### config.mk
export PLATFORM = sky130hd
export DESIGN_NAME = whackamole_sseg_display_flat
export DESIGN_NICKNAME = d
export VERILOG_FILES = /design/src/rtl/whackamole_pkg.sv /design/src/rtl/whackamole_sseg_display_if.sv /design/src/rtl/whackamole_sseg_display_bin2bcd_seq.sv /design/src/rtl/whackamole_sseg_display.sv /design/src/flat_wrapper.sv
export SDC_FILE = /design/constraint.sdc
export NUM_CORES = 1
export LEC_CHECK = 0
export CAP_MARGIN = 20
export CORE_UTILIZATION = 55
export DETAILED_ROUTE_END_ITERATION = 6
export HOLD_SLACK_MARGIN = 0.1
export PLACE_DENSITY = 0.74
export SLEW_MARGIN = 20
export SYNTH_ARGS = -nofsm -noshare
export SYNTH_HDL_FRONTEND = slang
export SYNTH_HIERARCHICAL = 1
export SYNTH_SLANG_ARGS = --single-unit
export TNS_END_PERCENT = 30
### constraint.sdc
create_clock -name Clk -period 2.7 [get_ports Clk]
set_input_delay 0.675 -clock Clk [delete_from_list [all_inputs] [get_ports Clk]]
set_output_delay 0.675 -clock Clk [all_outputs]
set_load 0.005 [all_outputs]
### src/rtl/whackamole_pkg.sv
// Shared constants for the whack-a-mole seven-segment display: segment patterns,
// converter states and digit positions.
package whackamole_pkg;

   localparam int SCORE_W = 7;

   localparam logic [6:0] SEG_0     = 7'b1000000;
   localparam logic [6:0] SEG_1     = 7'b1111001;
   localparam logic [6:0] SEG_2     = 7'b0100100;
   localparam logic [6:0] SEG_3     = 7'b0110000;
   localparam logic [6:0] SEG_4     = 7'b0011001;
   localparam logic [6:0] SEG_5     = 7'b0010010;
   localparam logic [6:0] SEG_6     = 7'b0000010;
   localparam logic [6:0] SEG_7     = 7'b1111000;
   localparam logic [6:0] SEG_8     = 7'b0000000;
   localparam logic [6:0] SEG_9     = 7'b0010000;
   localparam logic [6:0] SEG_BLANK = 7'h7F;

   typedef enum logic [1:0] {IDLE, LOAD, SHIFT, STORE} conv_state_t;

   localparam logic [2:0] DIG_SC_ONES  = 3'd0;
   localparam logic [2:0] DIG_SC_TENS  = 3'd1;
   localparam logic [2:0] DIG_SC_HUNDS = 3'd2;
   localparam logic [2:0] DIG_TM_ONES  = 3'd6;
   localparam logic [2:0] DIG_TM_TENS  = 3'd7;

   function automatic logic [6:0] seg_encode(input logic [3:0] d);
      case (d)
         4'd0:    return SEG_0;
         4'd1:    return SEG_1;
         4'd2:    return SEG_2;
         4'd3:    return SEG_3;
         4'd4:    return SEG_4;
         4'd5:    return SEG_5;
         4'd6:    return SEG_6;
         4'd7:    return SEG_7;
         4'd8:    return SEG_8;
         4'd9:    return SEG_9;
         default: return SEG_BLANK;
      endcase
   endfunction

endpackage

### src/rtl/whackamole_sseg_display_if.sv
// Game-core to display bundle: game status in, multiplexed seven-segment drive out.
interface whackamole_sseg_display_if;
   import whackamole_pkg::*;

   logic               start_game;
   logic               game_timer_out;
   logic [SCORE_W-1:0] score;
   logic [7:0]         An;
   logic [6:0]         Seg;
   logic               Dp;

   modport master (output start_game, game_timer_out, score, input An, Seg, Dp);
   modport slave  (input start_game, game_timer_out, score, output An, Seg, Dp);
endinterface

### src/rtl/whackamole_sseg_display_bin2bcd_seq.sv
// Sequential 7-bit double-dabble converter; one conversion takes 10 cycles.
//  state | meaning
//  IDLE  | waiting for start
//  LOAD  | capture binary input, clear BCD accumulator
//  SHIFT | 7 add-3/shift steps
//  STORE | result valid on bcd, done asserted
module bin2bcd_seq
   import whackamole_pkg::*;
(
   input  logic        Clk,
   input  logic        Reset,
   input  logic        start,
   input  logic [6:0]  bin,
   output logic        done,
   output logic [11:0] bcd
);
   conv_state_t state, state_nxt;
   logic [18:0] sh, adj;
   logic [2:0]  shift_cnt;

   always_ff @(posedge Clk) begin
      if (Reset) state <= IDLE;
      else       state <= state_nxt;
   end

   always_comb begin
      state_nxt = state;
      case (state)
         IDLE:    if (start) state_nxt = LOAD;
         LOAD:    state_nxt = SHIFT;
         SHIFT:   if (shift_cnt == 3'd6) state_nxt = STORE;
         STORE:   state_nxt = IDLE;
         default: state_nxt = IDLE;
      endcase
   end

   always_comb begin
      adj = sh;
      if (adj[10:7]  >= 4'd5) adj[10:7]  = adj[10:7]  + 4'd3;
      if (adj[14:11] >= 4'd5) adj[14:11] = adj[14:11] + 4'd3;
      if (adj[18:15] >= 4'd5) adj[18:15] = adj[18:15] + 4'd3;
   end

   always_ff @(posedge Clk) begin
      if (Reset) begin
         sh        <= '0;
         shift_cnt <= '0;
      end else begin
         case (state)
            LOAD: begin
               sh        <= {12'd0, bin};
               shift_cnt <= '0;
            end
            SHIFT: begin
               sh        <= {adj[17:0], 1'b0};
               shift_cnt <= shift_cnt + 3'd1;
            end
            default: ;
         endcase
      end
   end

   always_comb begin
      done = (state == STORE);
      bcd  = sh[18:7];
   end

endmodule

### src/rtl/whackamole_sseg_display.sv
// Countdown, shared BCD conversion and 8-digit scan for the game display.
// Leading-zero blanking is enabled by defining SSEG_LZ_BLANK_EN.
module whackamole_sseg_display
   import whackamole_pkg::*;
#(
   parameter int TICK_CYCLES  = 100000000,
   parameter int GAME_SECONDS = 60,
   parameter int SCAN_CYCLES  = 100000
) (
   input logic Clk,
   input logic Reset,
   whackamole_sseg_display_if.slave bus
);
   localparam int TW = (TICK_CYCLES > 1) ? $clog2(TICK_CYCLES) : 1;
   localparam int SW = (SCAN_CYCLES > 1) ? $clog2(SCAN_CYCLES) : 1;
   localparam logic [TW-1:0] TICK_LAST = TW'(TICK_CYCLES - 1);
   localparam logic [SW-1:0] SCAN_LAST = SW'(SCAN_CYCLES - 1);
   localparam logic [6:0]    SECS_INIT = 7'(GAME_SECONDS);

   logic [TW-1:0] tick_cnt;
   logic [SW-1:0] scan_cnt;
   logic [6:0]    secs_left, conv_in;
   logic          running, start_game_q, rise, src, conv_done;
   logic [11:0]   score_bcd, conv_bcd;
   logic [7:0]    time_bcd, an_q;
   logic [6:0]    seg_q;
   logic [2:0]    digit_sel;
   logic [3:0]    digit_val;
   logic          digit_on, lz_hund, lz_tens, lz_time;

   assign rise = bus.start_game & ~start_game_q;

   // game over wins over a simultaneous start edge
   always_ff @(posedge Clk) begin
      if (Reset) begin
         start_game_q <= 1'b0;
         secs_left    <= SECS_INIT;
         tick_cnt     <= '0;
         running      <= 1'b0;
      end else begin
         start_game_q <= bus.start_game;
         if (bus.game_timer_out) begin
            secs_left <= '0;
            running   <= 1'b0;
         end else if (rise) begin
            secs_left <= SECS_INIT;
            tick_cnt  <= '0;
            running   <= 1'b1;
         end else if (running) begin
            if (secs_left == 7'd0) begin
               running <= 1'b0;
            end else if (tick_cnt == TICK_LAST) begin
               tick_cnt  <= '0;
               secs_left <= secs_left - 7'd1;
               if (secs_left == 7'd1) running <= 1'b0;
            end else begin
               tick_cnt <= tick_cnt + 1'b1;
            end
         end
      end
   end

   assign conv_in = src ? secs_left : bus.score;

   bin2bcd_seq u_conv (
      .Clk   (Clk),
      .Reset (Reset),
      .start (1'b1),
      .bin   (conv_in),
      .done  (conv_done),
      .bcd   (conv_bcd)
   );

   always_ff @(posedge Clk) begin
      if (Reset) begin
         src       <= 1'b0;
         score_bcd <= '0;
         time_bcd  <= '0;
      end else if (conv_done) begin
         if (src) time_bcd  <= conv_bcd[7:0];
         else     score_bcd <= conv_bcd;
         src <= ~src;
      end
   end

`ifdef SSEG_LZ_BLANK_EN
   assign lz_hund = (score_bcd[11:8] == 4'd0);
   assign lz_tens = lz_hund && (score_bcd[7:4] == 4'd0);
   assign lz_time = (time_bcd[7:4] == 4'd0);
`else
   assign lz_hund = 1'b0;
   assign lz_tens = 1'b0;
   assign lz_time = 1'b0;
`endif

   always_comb begin
      digit_on  = 1'b0;
      digit_val = 4'd0;
      case (digit_sel)
         DIG_SC_ONES:  begin digit_on = 1'b1;     digit_val = score_bcd[3:0];  end
         DIG_SC_TENS:  begin digit_on = ~lz_tens; digit_val = score_bcd[7:4];  end
         DIG_SC_HUNDS: begin digit_on = ~lz_hund; digit_val = score_bcd[11:8]; end
         DIG_TM_ONES:  begin digit_on = 1'b1;     digit_val = time_bcd[3:0];   end
         DIG_TM_TENS:  begin digit_on = ~lz_time; digit_val = time_bcd[7:4];   end
         default: ;
      endcase
   end

   always_ff @(posedge Clk) begin
      if (Reset) begin
         scan_cnt  <= '0;
         digit_sel <= '0;
         an_q      <= 8'hFF;
         seg_q     <= SEG_BLANK;
      end else begin
         if (scan_cnt == SCAN_LAST) begin
            scan_cnt  <= '0;
            digit_sel <= digit_sel + 3'd1;
         end else begin
            scan_cnt <= scan_cnt + 1'b1;
         end
         an_q  <= digit_on ? ~(8'd1 << digit_sel) : 8'hFF;
         seg_q <= digit_on ? seg_encode(digit_val) : SEG_BLANK;
      end
   end

   assign bus.An  = an_q;
   assign bus.Seg = seg_q;
   assign bus.Dp  = 1'b1;

endmodule
### src/flat_wrapper.sv
// flat-port wrapper written by rule: the top's interface ports become plain ports
module whackamole_sseg_display_flat import whackamole_pkg::*;
#(
   parameter int TICK_CYCLES  = 100000000,
   parameter int GAME_SECONDS = 60,
   parameter int SCAN_CYCLES  = 100000
)
  (Clk, Reset, bus_start_game, bus_game_timer_out, bus_score, bus_An, bus_Seg, bus_Dp);
  whackamole_sseg_display_if bus_i ();
  input logic Clk;
  input logic Reset;
  input wire logic [$bits(bus_i.start_game)-1:0] bus_start_game;
  input wire logic [$bits(bus_i.game_timer_out)-1:0] bus_game_timer_out;
  input wire logic [$bits(bus_i.score)-1:0] bus_score;
  output wire logic [$bits(bus_i.An)-1:0] bus_An;
  output wire logic [$bits(bus_i.Seg)-1:0] bus_Seg;
  output wire logic [$bits(bus_i.Dp)-1:0] bus_Dp;
  assign bus_i.start_game = bus_start_game;
  assign bus_i.game_timer_out = bus_game_timer_out;
  assign bus_i.score = bus_score;
  assign bus_An = bus_i.An;
  assign bus_Seg = bus_i.Seg;
  assign bus_Dp = bus_i.Dp;
  whackamole_sseg_display #(.TICK_CYCLES(TICK_CYCLES), .GAME_SECONDS(GAME_SECONDS), .SCAN_CYCLES(SCAN_CYCLES)) u_core (.Clk(Clk), .Reset(Reset), .bus(bus_i));
endmodule
==> out/results.tsv, run 1 <==
stage	metric	value	unit
status	status	completed	
power_and_ir_drop	ir_worst_vdd	0.000572	V
floorplan	die_x	103	um
routing	wl_per_cell	14.8	um
setup_path	r2r-start	u_core/digit_sel[0]	
sta	worst_pin_slew	753	ps
worst_hold_path	min_from	u_core/score_bcd[7]	
placement	dpl.hpwl	7990	um
clock_tree	cts_sinks	116	
clock_tree	path_clk_slew	60	ps
sta	fin_crit	2540	ps
setup_path	worstSetupPathType	reg -> reg	
placement	postPlaceCellArea	5980	um^2
clock_tree	hold_buffers	0	
finish	stdcell_area	6610	um^2
synth	ys.flop_type	dfxtp_1	
synth	yosysWarnings	6	
finish	fin_nets	711	
sta	fin_skew	7.43	ps
routing	drc	0	
placement	port_buffers	25	
routing	routed_via_density	5.66	
power_and_ir_drop	switching_power	1.22	mW
power_and_ir_drop	leakage	2.38	nW
setup_path	critical_path.endpoint_type	register	
floorplan	placementRows	36	
synth	synthArstFlopShare	0	%
grt	grt_pass1_wl	20400	um
clock_tree	cts-root-buf	clkbuf_8	
synth	ys_seq_elements	116	
routing	drtAntennaViolNets	0	
power_and_ir_drop	p_int	3.60	mW
setup_path	cp.required	3090	ps
clock_tree	cts_made_buffers	17	
sta	drv_slew	0	
synth	synth_edf_count	0	
floorplan	die_area	10700	um^2
routing	via_count	4626	
power_and_ir_drop	power_density	729	nW/um^2
clock_tree	clock_latency	510	ps
setup_path	crit_fanout	7	
finish	area_delta_synth_final	17.4	%
finish	fill_cells	797	
finish	antennaDiodeCount	0	
sta	timing.final.ws_setup	155	ps
sta	setup_tns	0	ps
floorplan	initial_core_util	57.1	%
grt	antenna_found_initial	0	
synth	ys_seq_area_share	41.2	%
clock_tree	cts_buffer_depth	2	
setup_path	crit_arrival	2940	ps
finish	drive_gt1_share	10.2	%
setup_path	setup.worst_path.start_class	register	
grt	grt_overflow	0	
power_and_ir_drop	p_comb_share	13.6	%
finish	utilization	67.0	%
routing	wl	12100	um
grt	grt_max_degree	29	
floorplan	fp.dieH	103	um
sta	hold_viol	0	
synth	netlist_instances	643	
finish	regArea	2320	um^2
sta	setup_violations	0	
sta	fmax	0.393	GHz
grt	grt_pass1_vias	4396	
power_and_ir_drop	seq_power_share	38.5	%
clock_tree	htreeDepth	4	
floorplan	coreArea	9860	um^2
worst_hold_path	holdCritPathClass	reg -> reg	
sta	rsz0062_at_grt	false	
placement	gp_congestion	0.829	
job	maxCapViolations	0	
synth	netlist_area	5630	um^2
finish	multiInputGateArea	3050	um^2
placement	pre_cts_slack	-103	ps
setup_path	crit_start	u_core/digit_sel[0]	
clock_tree	cts_tree	done	
routing	drtIter0Drc	221	
synth	syn_area_per_cell	8.76	um^2
sta	finalCritPeriodShare	94.3	%
power_and_ir_drop	switching_share	25.4	%
finish	final_common_cell	dfxtp_1	
sta	slew_headroom	49.7	%
sta	holdWs	458	ps
floorplan	ios	27	
finish	layout_common_cells	dfxtp_1 (116), nor2_1 (74), nand2_1 (72), a21oi_1 (40), xnor2_1 (30)	
power_and_ir_drop	pwr-share-clk	47.9	%
grt	grt_usage	24.9	%
routing	dr.pass1.iters	5	
synth	synthDistinctLibCells	58	
## Yosys cell counts, drive strengths merged, types with 3 or more instances
master	instances	area, um^2
dfxtp	116	2320
nor2	75	284
nand2	73	277
a21oi	43	241
xnor2	30	263
ha	28	350
nand3	28	140
inv	26	97.6
buf	17	114
nand4	17	106
clkbuf	15	56.3
nor4	15	93.8
mux2i	13	130
o21ai	12	60.1
xor2	12	105
nor3	11	66.3
and3	9	56.3
mux2	9	101
nand2b	9	63.8
a211oi	8	60.1
and4	7	61.3
or4	7	52.6
a211o	6	52.6
a22o	6	52.6
o31ai	6	45.0
a32oi	5	43.8
or3	5	31.3
a222oi	4	40.0
a21o	3	22.5
nor2b	3	18.8
nor4b	3	32.5
## metal layers
layer | routed length (um) | GRT usage, % | vias to the layer above | part of all wire, %
met2 | 5900 | 41.6 | 88 | 49
met5 | 0 | 0 | - | 0
met3 | 455 | 5.17 | 19 | 3.8
li1 | - | - | 2319 | -
met4 | 197 | 10.5 | 0 | 1.6
met1 | 5530 | 31.3 | 2200 | 46
## power groups by stage
| stage | Sequential (mW) | Clock [mW] | Combinational (mW) |
|---|---|---|---|
| global route | 1.87 | 2.43 | 0.729 |
| CTS | 1.86 | 2.34 | 0.653 |
| detailed placement | 1.89 | 0 | 0.628 |
| floorplan | 1.87 | 0 | 0.541 |
| global placement | 1.89 | 0 | 0.607 |
| finish | 1.86 | 2.31 | 0.655 |
## registers in the layout (all words and copies together) (netlist names)
| name | count |
|---|---|
| u_core/src | 1 |
| u_core/bus.Seg | 7 |
| u_core/scan_cnt | 17 |
| u_core/score_bcd | 12 |
| u_core/u_conv/sh | 19 |
| u_core/u_conv/state | 2 |
| u_core/u_conv/shift_cnt | 3 |
| u_core/time_bcd | 8 |
| u_core/running | 1 |
| u_core/tick_cnt | 27 |
| u_core/start_game_q | 1 |
| u_core/digit_sel | 3 |
| u_core/bus.An | 8 |
| u_core/secs_left | 7 |
## stage by stage
step           power [mW]  cells
3_5_place_dp         2.52    784
5_1_grt              5.03    818
6_report             4.82    818
4_1_cts              4.85    816
3_3_place_gp         2.49    784
2_1_floorplan        2.41    644
## area by class of cell
class | count | share of cell area, %
Sequential cell | 116 | 35.1
Inverter | 26 | 1.48
Multi-Input combinational cell | 470 | 46.1
Clock inverter | 10 | 2.31
Tap cell | 133 | 2.52
Timing Repair Buffer | 41 | 5.52
Clock buffer | 22 | 7.00
## logic make-up (layout without fill, tap and decap cells)
group / count (synthesis) / in the layout / share of synthesized area, %
AOI/OAI and AO/OA: 104 / 104 / 12.9
xor gates and xnor gates: 42 / 42 / 6.53
adders and majority gates: 28 / 28 / 6.22
buffers and inverters: 58 / 99 / 4.75
DFF: 116 / 116 / 41.2
muxes: 22 / 22 / 4.11
other: 1 / 2 / 0.0666
and+or+nand+nor: 272 / 272 / 24.2
## final timing paths
kind / end / slack (ps) / depth (start not counted)
max: u_core/bus.Seg[0] / 160 / 10
min reg2reg: u_core/score_bcd[7] / 460 / 2
max reg2reg: u_core/bus.Seg[0] / 160 / 10
min: u_core/score_bcd[7] / 460 / 2
## repair_timing
action / CTS / global route
buffers inserted: 0 / 2
endpoints found under the setup margin: 0 / 2
resized for setup: 0 / 0
## critical path: stages (launching register included)
cell and delay (ps):
dfxtp_1 410, inv_1 100, ha_1 310, or4_1 490, o21ai_1 120, a211o_1 210
inv_1 80, ha_1 190, a31oi_1 130, a31oi_1 80, a211o_1 300
Note: power is estimated with default switching activity, not from simulation.
==> run 2: changes to the inputs <==
--- a/config.mk
+++ b/config.mk
@@ -8,6 +8,7 @@
 export CAP_MARGIN = 20
 export CORE_UTILIZATION = 55
 export DETAILED_ROUTE_END_ITERATION = 6
+export GPL_ROUTABILITY_DRIVEN = 0
 export HOLD_SLACK_MARGIN = 0.1
 export PLACE_DENSITY = 0.74
 export SLEW_MARGIN = 20
==> results of run 2 <==
Same layout as run 1: the final DEF is identical, and so are final timing and power.
